### src/rtl/ssd_scan_driver_if.sv
// rtl/ssd_scan_driver_if.sv - scan inputs and display outputs of the seven-segment scan driver
interface ssd_scan_driver_if;
    logic        scan_clk;
    logic [15:0] digit_val;
    logic [3:0]  digit_en;
    logic [3:0]  dp_in;
    logic [3:0]  an;
    logic [6:0]  seg;
    logic        dp_n;
    logic [1:0]  scan_idx;

    modport master (
        output scan_clk, digit_val, digit_en, dp_in,
        input  an, seg, dp_n, scan_idx
    );

    modport slave (
        input  scan_clk, digit_val, digit_en, dp_in,
        output an, seg, dp_n, scan_idx
    );
endinterface

### src/rtl/ssd_scan_driver.sv
// rtl/ssd_scan_driver.sv - four-digit multiplexed seven-segment driver with anode blanking guard
// Optional leading-zero suppression: define SSD_LEADING_ZERO_BLANK_EN.
module ssd_scan_driver #(
    parameter int BLANK_CYCLES = 16,
    parameter int CNT_W        = 8
) (
    input  logic             clk_in,
    input  logic             rst,
    ssd_scan_driver_if.slave disp
);
    logic             s1, s2, s3;
    logic             scan_edge;
    logic [CNT_W-1:0] blank_cnt;
    logic             active;
    logic [1:0]       idx_q;
    logic [3:0]       an_q;
    logic [6:0]       seg_q;
    logic             dp_q;
    logic [3:0]       nibble;
    logic [6:0]       seg_dec;
    logic [3:0]       en_eff;
    logic [3:0]       anode_next;

    // scan_clk is a strobe from another divider; only its synchronised rising edge matters
    assign scan_edge = s2 & ~s3;

`ifdef SSD_LEADING_ZERO_BLANK_EN
    logic [3:0] suppress;
    always_comb begin
        suppress    = 4'b0000;
        suppress[3] = (disp.digit_val[15:12] == 4'h0) && !disp.dp_in[3];
        suppress[2] = suppress[3] && (disp.digit_val[11:8] == 4'h0) && !disp.dp_in[2];
        suppress[1] = suppress[2] && (disp.digit_val[7:4] == 4'h0) && !disp.dp_in[1];
    end
    assign en_eff = disp.digit_en & ~suppress;
`else
    assign en_eff = disp.digit_en;
`endif

    always_comb begin
        nibble = disp.digit_val[3:0];
        case (idx_q)
            2'd0: nibble = disp.digit_val[3:0];
            2'd1: nibble = disp.digit_val[7:4];
            2'd2: nibble = disp.digit_val[11:8];
            2'd3: nibble = disp.digit_val[15:12];
            default: nibble = disp.digit_val[3:0];
        endcase
    end

    always_comb begin
        seg_dec = 7'h7F;
        case (nibble)
            4'h0: seg_dec = 7'h40;
            4'h1: seg_dec = 7'h79;
            4'h2: seg_dec = 7'h24;
            4'h3: seg_dec = 7'h30;
            4'h4: seg_dec = 7'h19;
            4'h5: seg_dec = 7'h12;
            4'h6: seg_dec = 7'h02;
            4'h7: seg_dec = 7'h78;
            4'h8: seg_dec = 7'h00;
            4'h9: seg_dec = 7'h10;
            4'hA: seg_dec = 7'h08;
            4'hB: seg_dec = 7'h03;
            4'hC: seg_dec = 7'h46;
            4'hD: seg_dec = 7'h21;
            4'hE: seg_dec = 7'h06;
            4'hF: seg_dec = 7'h0E;
            default: seg_dec = 7'h7F;
        endcase
    end

    always_comb begin
        anode_next        = 4'hF;
        anode_next[idx_q] = ~en_eff[idx_q];
    end

    always_ff @(posedge clk_in or posedge rst) begin
        if (rst) begin
            s1        <= 1'b0;
            s2        <= 1'b0;
            s3        <= 1'b0;
            idx_q     <= 2'd3;
            blank_cnt <= '0;
            active    <= 1'b0;
            an_q      <= 4'hF;
            seg_q     <= 7'h7F;
            dp_q      <= 1'b1;
        end else begin
            s1 <= disp.scan_clk;
            s2 <= s1;
            s3 <= s2;
            // A new edge always wins, discarding any blanking still in progress
            if (scan_edge) begin
                idx_q     <= idx_q + 2'd1;
                blank_cnt <= CNT_W'(BLANK_CYCLES);
                an_q      <= 4'hF;
                active    <= 1'b1;
            end else if (blank_cnt != '0) begin
                blank_cnt <= blank_cnt - CNT_W'(1);
                an_q      <= 4'hF;
            end else if (active) begin
                an_q <= anode_next;
            end
            // Segments are not blanked, but stay dark until the first scan edge
            if (active) begin
                seg_q <= seg_dec;
                dp_q  <= ~disp.dp_in[idx_q];
            end
        end
    end

    assign disp.an       = an_q;
    assign disp.seg      = seg_q;
    assign disp.dp_n     = dp_q;
    assign disp.scan_idx = idx_q;
endmodule
### src/flat_wrapper.sv
// flat-port wrapper written by rule: the top's interface ports become plain ports
module ssd_scan_driver_flat 
#(
    parameter int BLANK_CYCLES = 16,
    parameter int CNT_W        = 8
)
  (clk_in, rst, disp_scan_clk, disp_digit_val, disp_digit_en, disp_dp_in, disp_an, disp_seg, disp_dp_n, disp_scan_idx);
  ssd_scan_driver_if disp_i ();
  input  logic clk_in;
  input  logic rst;
  input wire logic [$bits(disp_i.scan_clk)-1:0] disp_scan_clk;
  input wire logic [$bits(disp_i.digit_val)-1:0] disp_digit_val;
  input wire logic [$bits(disp_i.digit_en)-1:0] disp_digit_en;
  input wire logic [$bits(disp_i.dp_in)-1:0] disp_dp_in;
  output wire logic [$bits(disp_i.an)-1:0] disp_an;
  output wire logic [$bits(disp_i.seg)-1:0] disp_seg;
  output wire logic [$bits(disp_i.dp_n)-1:0] disp_dp_n;
  output wire logic [$bits(disp_i.scan_idx)-1:0] disp_scan_idx;
  assign disp_i.scan_clk = disp_scan_clk;
  assign disp_i.digit_val = disp_digit_val;
  assign disp_i.digit_en = disp_digit_en;
  assign disp_i.dp_in = disp_dp_in;
  assign disp_an = disp_i.an;
  assign disp_seg = disp_i.seg;
  assign disp_dp_n = disp_i.dp_n;
  assign disp_scan_idx = disp_i.scan_idx;
  ssd_scan_driver #(.BLANK_CYCLES(BLANK_CYCLES), .CNT_W(CNT_W)) u_core (.clk_in(clk_in), .rst(rst), .disp(disp_i));
endmodule
### config.mk
export PLATFORM = sky130hd
export DESIGN_NAME = ssd_scan_driver_flat
export DESIGN_NICKNAME = d
export VERILOG_FILES = /design/src/rtl/ssd_scan_driver_if.sv /design/src/rtl/ssd_scan_driver.sv /design/src/flat_wrapper.sv
export SDC_FILE = /design/constraint.sdc
export NUM_CORES = 1
export LEC_CHECK = 0
export BUFFER_PORTS_ARGS = -buffer_cell sky130_fd_sc_hd__buf_4
export CORE_MARGIN = 10
export CORE_UTILIZATION = 33
export CTS_BUF_LIST = sky130_fd_sc_hd__clkbuf_16
export CTS_CLUSTER_DIAMETER = 50
export DETAILED_ROUTE_END_ITERATION = 12
export PLACE_DENSITY = 0.64
export SLEW_MARGIN = 10
export SYNTH_ARGS = -nofsm -noshare
export SYNTH_HDL_FRONTEND = slang
export SYNTH_SLANG_ARGS = --single-unit
### constraint.sdc
create_clock -name clk_in -period 2.6 [get_ports clk_in]
set_clock_uncertainty 0.05 [all_clocks]
set_input_delay 0.52 -clock clk_in [delete_from_list [all_inputs] [get_ports clk_in]]
set_output_delay 0.52 -clock clk_in [all_outputs]
set_load 0.01 [all_outputs]
After elaboration in Yosys (flattened, before gate mapping) --
Memory sizes are Yosys's and may differ from the RTL's. A register that Yosys moved wholly into a read port is not among the register bits. Cells that the tools add are included.
Operators by class: $add $sub $neg 2, order comparisons 2, eq/ne operators 3, muxes and demuxes 12, bitwise operators 6, reduce and logical (&&, ||, !) cells 5
Operators by type and width (number):
- 8-bit two-way mux | 2
- 4-bit case mux with 4 select lines | 1
- 4-bit two-way mux | 3
- 8-bit nonzero test | 1
- 8-bit by 1-bit subtractor with 8-bit output, second input constant | 1
- 1-bit binary-select mux with 2-bit select | 2
- 2-bit equality test, second input constant | 2
- 4-bit inverter | 1
- 4-bit OR | 1
- 2-bit by 3-bit < comparator with 1-bit output, second input constant | 1
- 1-bit two-way mux | 3
- 1-bit inverter | 3
- 3-bit nonzero test | 1
- 2-bit by 1-bit adder with 2-bit output, second input constant | 1
- 1-bit demux with 2-bit select | 1
- 2-bit by 1-bit equality test with 1-bit output, second input constant | 1
- 2-bit by 1-bit >= comparator with 1-bit output, second input constant | 1
- 2-bit zero test | 1
- 2-bit nonzero test | 1
- 1-bit bitwise AND | 1
- 1-bit logical AND | 1
Word-level totals: flip-flop bits (word level) 19, ROM bits 112, bits of input ports 27, output and inout port bits 14, logic and storage cells 39, memories kept 1
Memory list:
- (name not given) | words 16, bits a word 7, rd ports 1, clocked after memory_dff 1, wr ports 0, line ssd_scan_driver.sv:53 | case (nibble)

Longest topological paths before layout --
Gate-level depths: netlist of the first run.
depth after elaboration 9, gate-level depth with buffers 10, depth with buffers taken out 10

Least setup slack after synthesis of the first run --
Ideal clock, no wire load.
path type reg-to-reg, start register u_core.idx_q[0], in the netlist u_core.disp.scan_idx[0], end register u_core.seg_q[3], in the netlist u_core.disp.seg[3], library setup time 0.094 ns, arrival time 2.441 ns, data required time 2.456 ns, path slack 0.015 ns, stages on the path, launching flop included 11, buffers on the path 0, clock period less this slack 2.585 ns, cells stage by stage dfstp_2 inv_1 ha_1 a222oi_1 mux2_2 inv_1 ha_1 nor2b_1 a32o_1 o21ai_0 a32oi_1
Between the ends: longest elaborated chain between the ends 2, elaborated cells on any way between the ends 5, those cells by class eq/ne (3); mux (1); reduce/logical (1)
Ends and longest elaborated chain:
- from (decl) | line ssd_scan_driver.sv:15 | logic [1:0] idx_q;
- from (signal assigned) | line ssd_scan_driver.sv:96 | idx_q <= idx_q + 2'd1;
- 2-bit equality test, or another cell as far along | line ssd_scan_driver.sv:42 | case (idx_q)
- 4-bit case mux with 4 select lines (*) | line ssd_scan_driver.sv:42
- to (decl) | line ssd_scan_driver.sv:17 | logic [6:0] seg_q;
Mark *: on every way between the ends. The rest lies on a longest branch, timed or not. A chain may end at the register's enable or synchronous reset.

Worst setup path after layout of the first run --
start register u_core.idx_q[0], in the netlist u_core.disp.scan_idx[0], end register u_core.seg_q[5], in the netlist u_core.disp.seg[5]
The elaborated chain is that of the path after synthesis.

==> flow_metrics.py, run 1 <==
metrics = {
    "logic_synthesis": {
        "yosys.area_share.adder": 0.0879,
        "syn_inst": 148,
        "yosys.area_share.simple": 0.169,
        "ys_seq_area_frac": 0.427,
        "synth_compound_area_frac": 0.161,
        "synth_edf_count": 0,
        "synthFlopType": "dfstp_2",
        "ys_ff_latch": 26,
        "synth-async-reset-ratio": 1.00,
        "synth_top_family_by_area": "simple AND/OR/NAND/NOR gates",
        "muxShareOfSynthArea": 0.0895,
        "netlist_area_um2": 1570,
        "yosys.area_share.xor_xnor": 0.0168,
        "avgSynthCellArea_um2": 10.6,
        "yosys_warnings": 0,
        "synth_fp_nets": 186,
        "synth_cell_type_count": 40,
    },
    "cts": {
        "cts_root_buf": "clkbuf_16",
        "clk_path_buf_depth": 2,
        "cts_tree": "built",
        "path_clk_slew_ps": 60,
        "cts_sinks": 26,
        "clock_latency_ps": 260,
        "cts-buffers-inserted": 3,
        "htreeDepth": 1,
    },
    "die": {
        "pin_count": 41,
        "start_util": 0.336,
        "die_w_um": 88.9,
        "dieArea_um2": 7900,
        "core_area_um2": 4660,
        "die_height_um": 88.9,
        "fp-row-count": 25,
    },
    "detailed_routing": {
        "vias": 1308,
        "route.detailed.drc": 0,
        "firstDrtPassIters": 4,
        "antenna_left": 0,
        "avgRoutedWirePerCell_um": 14.2,
        "via_per_inst": 5.15,
        "drtIter0Drc": 49,
        "wl_um": 3600,
    },
    "placed_design": {
        "portBuffers": 40,
        "placed_cells_incl_taps": 249,
        "place_congestion": 0.843,
        "placed_area_um2": 2000,
        "hpwl_um": 2890,
    },
    "critical_path": {
        "required_ps": 2720,
        "critPathLaunchType": "register",
        "crit_arrival_ps": 2600,
        "critPathSlowestCell": "or4b_2",
        "cp_cell_sequence": "buf_4 > ha_2 > a222oi_1 > mux2_4 > buf_4 > ha_1 > or4b_2 > o221ai_1",
        "max_stage_delay_ps": 660,
        "cpMostUsedCell": "buf_4",
        "crit_type": "reg -> reg",
        "end_kind": "register",
        "cp_max_fo": 5,
    },
    "timing": {
        "maxSlewHeadroom": 0.524,
        "rsz0062_at_grt": "true",
        "worst_pin_slew_ps": 714,
        "finalCritPeriodShare": 0.955,
        "fmax_ghz": 0.403,
        "slew_violations": 0,
        "hold_violations": 0,
        "setup_viol": 0,
        "finalCriticalPeriod_ps": 2480,
    },
    "status": {
        "status": "finished clean",
    },
    "global_route": {
        "grt.overflow.total": 0,
        "grt.total_usage": 0.0936,
        "grt_antenna_before_repair": 0,
        "grt_max_degree": 24,
        "grt_pass1_wl_um": 6000,
        "grt_pass1_vias": 1264,
    },
    "pwr": {
        "power_density_nw_per_um2": 1220,
        "max-vdd-ir-drop_mv": 0.645,
        "p_leak_uw": 0.000950,
    },
    "cells_and_area": {
        "multi_input_area_um2": 841,
        "register_area_um2": 668,
        "stdcell_count": 254,
        "postLayoutCellArea_um2": 2140,
        "area_growth_syn_to_layout_pct": 36.3,
        "antenna_cells": 0,
        "nets": 239,
        "fill_cells": 455,
        "utilization": 0.458,
        "drive_gt1_frac": 0.430,
    },
    "flow_run": {
        "drv_cap": 0,
    },
    "hold_path": {
        "hp-class": "reg -> reg",
    },
}
-- cells in the mapped netlist, drive strengths merged (2+ instances only) --
master,number,area share
o221ai,2,0.011
mux4,2,0.029
nor3,2,0.0064
xnor2,3,0.017
dfrtp,12,0.19
o31ai,2,0.0096
nor4,2,0.0080
clkbuf,3,0.0072
nand2b,2,0.0080
buf,2,0.0056
dfstp,14,0.23
mux2,4,0.029
a211oi,2,0.0096
a32oi,2,0.011
a31oi,3,0.012
nor2b,8,0.032
a222oi,3,0.019
nand3b,2,0.0096
a21oi,4,0.013
a41oi,2,0.011
a2bb2oi,4,0.022
mux2i,5,0.032
o21ai,4,0.013
inv,15,0.036
ha,11,0.088
nand4b,2,0.011
nor2,11,0.026
nand2,9,0.022
-- final timing paths --
kind,cells past startpoint,to,slack [ps],from
max,8,u_core.disp.seg[5],120,u_core.disp.scan_idx[0]
max reg2reg,8,u_core.disp.seg[5],120,u_core.disp.scan_idx[0]
min,0,u_core.s2,300,u_core.s1
max in group asynchronous,3,u_core.disp.seg[0],1510,rst
min in group asynchronous,2,u_core.blank_cnt[5],330,rst
min reg2reg,0,u_core.s2,300,u_core.s1
-- cell families (layout without fill, tap and decap cells) --
group	after synthesis	in the layout
flip-flops	26	26
AND/OR/NAND/NOR	44	44
multiplexers	11	11
AO/OA/AOI/OAI	33	33
XOR/XNOR	3	3
adder cells (fa/ha/maj)	11	11
buffers and inverters	20	72
-- cell type report --
cell class                      instances  share of cell area
Tap cell                               54              0.0316
Sequential cell                        26               0.313
Multi-Input combinational cell        102               0.394
Timing Repair Buffer                   53               0.186
Clock inverter                          1              0.0141
Inverter                               15              0.0264
Clock buffer                            3              0.0351
-- state kept, by name (all words and copies together), names as in the netlist --
name and flops:
u_core.active 1, u_core.disp.dp_n 1, u_core.disp.seg 7, u_core.s3 1
u_core.s1 1, u_core.disp.scan_idx 2, u_core.s2 1, u_core.disp.an 4
u_core.blank_cnt 8
-- critical path, delay by kind of cell, from the launching register on --
family / cells / cell delay, ps
AND/OR/NAND/NOR: 1 / 660
flip-flops: 1 / 530
adder cells (fa/ha/maj): 2 / 390
buffers and inverters: 2 / 290
multiplexers: 1 / 280
AO/OA/AOI/OAI: 2 / 190
-- report_power, final --
group | switching [uW] | internal, uW | leakage, uW
combinational | 698 | 756 | 0.000607
sequential | 114 | 598 | 0.000292
clock | 135 | 306 | 0.0000511
total | 947 | 1660 | 0.000950
-- metal layers --
| layer | GRT usage | vias up | part of all wire |
|---|---|---|---|
| li1 | - | 649 | - |
| met1 | 0.118 | 629 | 0.45 |
| met4 | 0.0352 | 0 | 0.013 |
| met2 | 0.146 | 26 | 0.48 |
| met3 | 0.0292 | 4 | 0.055 |
| met5 | 0 | - | 0 |
-- metrics by stage --
step                setup slack (ps)  hold WS [ps]  TNS (ps)  power, uW
floorplan                       15.1           281         0       1640
global placement                 142           289         0       2110
detailed placement              34.5           291         0       2130
CTS                             19.1           307         0       2590
global route                   -18.3           305     -18.3       2850
finish                           118           302         0       2610
-- repair_timing --
item	4_1_cts	5_1_grt
resized for setup	0	8
buffers inserted	0	1
hold buffers	0	0
setup endpoints to repair	0	3
hold endpoints to repair	0	0
-- cell usage in the layout, fill, tap and decap left out, types with 4 or more instances in the layout --
cell type	instances
mux2i_1	5
ha_1	8
nor2_1	11
dfrtp_1	12
inv_1	14
a21oi_1	4
dfstp_2	14
nor2b_1	8
buf_4	53
a2bb2oi_1	4
nand2_1	9
Power figures use the tool's default switching activity.
==> run 2: changes to the inputs <==
Settings changed: PLACE_DENSITY 0.64 to unset.
==> run 2 against run 1 <==
  * Worst setup slack better by 32 ps
  * Power is 1.5% lower
  * Sequential share of layout area is 0.35 points higher
  * Final cell count is 0.79% lower
  * Sequential power is 0.6% lower
  * Via count is 2.3% lower
  * Register-to-register slack better by 30 ps
  * Non-clock buffer count is 2 lower
  * Sequential cell count stayed put
  * Die area stayed put
  * Combinational power is 3% lower
  * Wire length is 7.6% higher
  * Largest cell class unchanged
==> flow_metrics.py, run 2 (synthesized netlist as in run 1, its figures left out) <==
metrics = {
    "status": {
        "status": "finished clean",
    },
    "cts": {
        "clock_latency_ps": 260,
        "cts_root_buf": "clkbuf_16",
        "htreeDepth": 1,
        "postCtsSetupBuffers": 0,
        "cts_tree": "built",
        "cts_sinks": 26,
        "clk_path_buf_depth": 2,
        "cts-buffers-inserted": 3,
        "path_clk_slew_ps": 70,
    },
    "timing": {
        "slew_violations": 0,
        "fin_hold_ws_ps": 307,
        "fmax_ghz": 0.408,
        "worst_pin_slew_ps": 748,
        "rsz0062_at_grt": "true",
        "hold_violations": 0,
        "finalCriticalPeriod_ps": 2450,
        "maxSlewHeadroom": 0.501,
        "setup_viol": 0,
        "finalCritPeriodShare": 0.942,
    },
    "critical_path": {
        "max_stage_delay_ps": 660,
        "crit_arrival_ps": 2570,
        "cp_max_fo": 5,
        "worstSetupStartpoint": "u_core.disp.scan_idx[0]",
        "cp_cell_sequence": "buf_4 > ha_1 > buf_4 > a222oi_1 > mux2_4 > ha_1 > or4b_2 > o221ai_1",
        "critPathLaunchType": "register",
        "required_ps": 2730,
        "cp_top_family": "simple AND/OR/NAND/NOR gates",
        "end_kind": "register",
        "r2r_start": "u_core.disp.scan_idx[0]",
        "critPathSlowestCell": "or4b_2",
        "crit_buf_inv": 2,
        "crit_type": "reg -> reg",
    },
    "flow_run": {
        "drv_cap": 0,
    },
    "die": {
        "dieArea_um2": 7900,
        "pin_count": 41,
        "core_area_um2": 4660,
        "die_w_um": 88.9,
        "fp-row-count": 25,
        "die_height_um": 88.9,
        "start_util": 0.336,
    },
    "cells_and_area": {
        "drive_gt1_frac": 0.404,
        "top_register": "u_core.blank_cnt",
        "largest_reg_flops": 8,
        "layout_common_cells": "buf_4, inv_1, dfstp_2",
        "utilization": 0.453,
        "nets": 237,
        "antenna_cells": 0,
        "area_growth_syn_to_layout_pct": 34.8,
        "mostFrequentLayoutCell": "buf_4",
    },
    "detailed_routing": {
        "avgRoutedWirePerCell_um": 15.4,
        "drtIter0Drc": 63,
        "via_per_inst": 5.07,
        "wl_um": 3870,
        "route.detailed.drc": 0,
        "firstDrtPassIters": 5,
        "vias": 1278,
        "antenna_left": 0,
    },
    "pwr": {
        "p_comb_frac": 0.549,
        "clkPwrFrac": 0.176,
        "sequentialPowerShare": 0.276,
        "power_density_nw_per_um2": 1220,
        "max-vdd-ir-drop_mv": 0.635,
        "internal_power_uw": 1610,
        "switching_power_uw": 956,
        "p_sw_frac": 0.372,
        "p_leak_uw": 0.000942,
    },
    "global_route": {
        "grt_max_degree": 22,
        "grt_antenna_before_repair": 0,
        "grt_pass1_wl_um": 6380,
        "grt.overflow.total": 0,
        "grt.total_usage": 0.101,
        "grt_pass1_vias": 1360,
    },
    "hold_path": {
        "hp-class": "reg -> reg",
        "worstHoldStart": "u_core.s1",
    },
    "placed_design": {
        "hpwl_um": 3050,
        "portBuffers": 40,
        "place_congestion": 0.846,
    },
}
-- run 2: path summary, 6_finish.rpt --
check / end / slack [ps] / cells after the start
max in group asynchronous: u_core.disp.seg[5] / 1490 / 3
setup reg to reg: u_core.disp.seg[5] / 150 / 8
hold / removal: u_core.s2 / 310 / 0
min in group asynchronous: u_core.s1 / 340 / 2
hold reg to reg: u_core.s2 / 310 / 0
setup / recovery: u_core.disp.seg[5] / 150 / 8
-- run 2: through the flow --
step	area, um^2	TNS, ps	instances	total power [uW]	setup slack [ps]
after CTS	2100	0	252	2570	60.5
after floorplan	1570	0	148	1640	15.1
after global routing	2110	-52.1	252	2790	-49.6
after global placement	2000	0	248	2100	85.7
final	2110	0	252	2570	150
after detailed placement	2000	0	248	2100	63.1
-- run 2: area by class of cell --
type                    count  area, um^2
clock inverters             1        30.0
fillers                   448        2550
inverters                  15        56.3
clock buffers               3        75.1
repair buffers             51         383
well taps                  54        67.6
flip-flops and latches     26         668
multi-input cells         102         832
-- run 2: worst reg2reg max path: cells and delay by family, from the launching register on --
family	cells	cell delay (ps)
AOI/OAI and AO/OA	2	190
adders and majority gates	2	360
and+or+nand+nor	1	660
DFF	1	530
buffers and inverters	2	280
muxes	1	300
-- run 2: routing by layer --
metal,global-route usage,routed length [um],vias up
met5,0,0,-
met4,0.0220,16,0
met3,0.0328,187,2
met2,0.174,1910,25
met1,0.120,1760,606
li1,-,-,645
-- run 2: power groups by stage --
stage	Combinational, uW	Sequential, uW	Clock [uW]
6_report	1410	708	451
4_1_cts	1390	707	463
2_1_floorplan	894	751	0
5_1_grt	1570	729	484
3_5_place_dp	1390	713	0
3_3_place_gp	1390	711	0
-- run 2: what timing repair did --
item	in CTS	in global routing
gates resized for setup	0	4
setup endpoints to repair	0	4
hold buffers	0	0
==> run 3: changes to the inputs <==
Settings changed: CTS_BUF_LIST sky130_fd_sc_hd__clkbuf_16 to sky130_fd_sc_hd__clkbuf_2.
==> run 3 against run 2 <==
  * Combinational power about the same
  * Critical path depth unchanged
  * Hold slack worse by 130 ps
  * Global-route usage down 0.17 points
  * Largest cell class unchanged
==> flow_metrics.py, run 3 (synthesized netlist as in run 1, its figures left out) <==
metrics = {
    "status": {
        "status": "finished clean",
    },
    "placed_design": {
        "place_congestion": 0.846,
        "pre_cts_ws_ps": 63.1,
        "portBuffers": 40,
        "hpwl_um": 3050,
        "placed_cells_incl_taps": 248,
    },
    "timing": {
        "slew_violations": 0,
        "hold_violations": 0,
        "worst_pin_slew_ps": 747,
        "rsz0062_at_grt": "true",
        "setup_viol": 0,
        "fmax_ghz": 0.404,
        "postLayoutSetupSlackWorst_ps": 125,
        "finalCritPeriodShare": 0.952,
        "timing.setup.tns_ps": 0,
        "maxSlewHeadroom": 0.502,
        "finalCriticalPeriod_ps": 2480,
    },
    "cts": {
        "clock_latency_ps": 370,
        "htreeDepth": 1,
        "cts_root_buf": "clkbuf_2",
        "cts_tree": "built",
        "cts_sinks": 26,
        "clk_path_buf_depth": 2,
        "ctsResizeCount": 0,
        "cts-buffers-inserted": 3,
        "path_clk_slew_ps": 280,
        "postCtsSetupBuffers": 0,
        "hold_buffers": 0,
    },
    "die": {
        "start_util": 0.336,
        "dieArea_um2": 7900,
        "die_height_um": 88.9,
        "fp-row-count": 25,
        "core_area_um2": 4660,
        "die_w_um": 88.9,
        "pin_count": 41,
    },
    "critical_path": {
        "r2r_start": "u_core.disp.scan_idx[0]",
        "required_ps": 2870,
        "ff2ff_setup_slack_ps": 120,
        "critPathLaunchType": "register",
        "crit_type": "reg -> reg",
        "worstSetupStartpoint": "u_core.disp.scan_idx[0]",
        "crit_arrival_ps": 2740,
        "end_kind": "register",
        "cp_max_fo": 5,
    },
    "pwr": {
        "power_density_nw_per_um2": 1160,
        "internal_power_uw": 1440,
        "switching_power_uw": 945,
        "p_sw_frac": 0.397,
        "p_comb_frac": 0.592,
        "clkPwrFrac": 0.112,
        "sequentialPowerShare": 0.296,
        "finalPower_uw": 2380,
        "p_leak_uw": 0.000918,
        "max-vdd-ir-drop_mv": 0.612,
    },
    "hold_path": {
        "hp-class": "in -> async",
    },
    "global_route": {
        "grt_pass1_wl_um": 6330,
        "grt.overflow.total": 0,
        "grt_pass1_vias": 1333,
        "grt_antenna_before_repair": 0,
        "grt.total_usage": 0.0996,
        "grt_max_degree": 22,
    },
    "cells_and_area": {
        "largest_reg_flops": 8,
        "layout_common_cells": "buf_4, inv_1, dfstp_2",
        "top_register": "u_core.blank_cnt",
        "mostFrequentLayoutCell": "buf_4",
        "area_growth_syn_to_layout_pct": 31.0,
        "drive_gt1_frac": 0.404,
        "stdcell_count": 252,
        "antenna_cells": 0,
        "nets": 237,
    },
    "detailed_routing": {
        "via_per_inst": 5.08,
        "route.detailed.drc": 0,
        "firstDrtPassIters": 4,
        "avgRoutedWirePerCell_um": 15.2,
        "drtIter0Drc": 66,
        "antenna_left": 0,
        "vias": 1279,
        "wl_um": 3840,
    },
    "flow_run": {
        "drv_cap": 0,
    },
}
## run 3: cell types whose count changed in the layout (fill, tap and decap cells not counted)
cell       previous run  this run
clkbuf_16             3         0
clkbuf_2              0         3
## run 3: path summary, 6_finish.rpt
| kind | endpoint | depth (start not counted) |
|---|---|---|
| min in group clk_in | u_core.s1 | 1 |
| min | u_core.s3 | 2 |
| max reg2reg | u_core.disp.seg[5] | 8 |
| max in group asynchronous | u_core.disp.seg[1] | 3 |
| max | u_core.disp.seg[5] | 8 |
| min reg2reg | u_core.s2 | 0 |
## run 3: through the flow
stage / hold slack, ps / util / instance area, um^2
floorplan: 281 / - / 1570
global placement: 288 / 0.428 / 2000
detailed placement: 294 / 0.428 / 2000
CTS: 161 / 0.438 / 2040
global route: 121 / 0.440 / 2050
finish: 176 / 0.440 / 2050
## run 3: power by group through the flow
stage / logic [uW] / registers [uW] / clock network [uW]
finish: 1410 / 705 / 266
global route: 1570 / 728 / 296
CTS: 1390 / 705 / 274
detailed placement: 1390 / 713 / 0
global placement: 1390 / 711 / 0
floorplan: 894 / 751 / 0
## run 3: final cells by class
| class | instances | area (um^2) |
|---|---|---|
| clock buffers | 3 | 15.0 |
| clock inverters | 1 | 30.0 |
| fillers | 455 | 2610 |
| inverters | 15 | 56.3 |
| multi-input cells | 102 | 832 |
| flip-flops and latches | 26 | 668 |
| well taps | 54 | 67.6 |
| repair buffers | 51 | 383 |
## run 3: per-layer routing
metal | share of wire | GRT usage | vias to the layer above
li1 | - | - | 646
met1 | 0.46 | 0.124 | 606
met2 | 0.48 | 0.166 | 25
met3 | 0.053 | 0.0328 | 2
met4 | 0.0042 | 0.0147 | 0
met5 | 0 | 0 | -
## run 3: worst max-delay path: stages (launching register included)
cell	delay, ps
dfstp_2	590
buf_4	140
ha_1	170
buf_4	140
a222oi_1	90
mux2_4	300
ha_1	190
or4b_2	660
o221ai_1	100
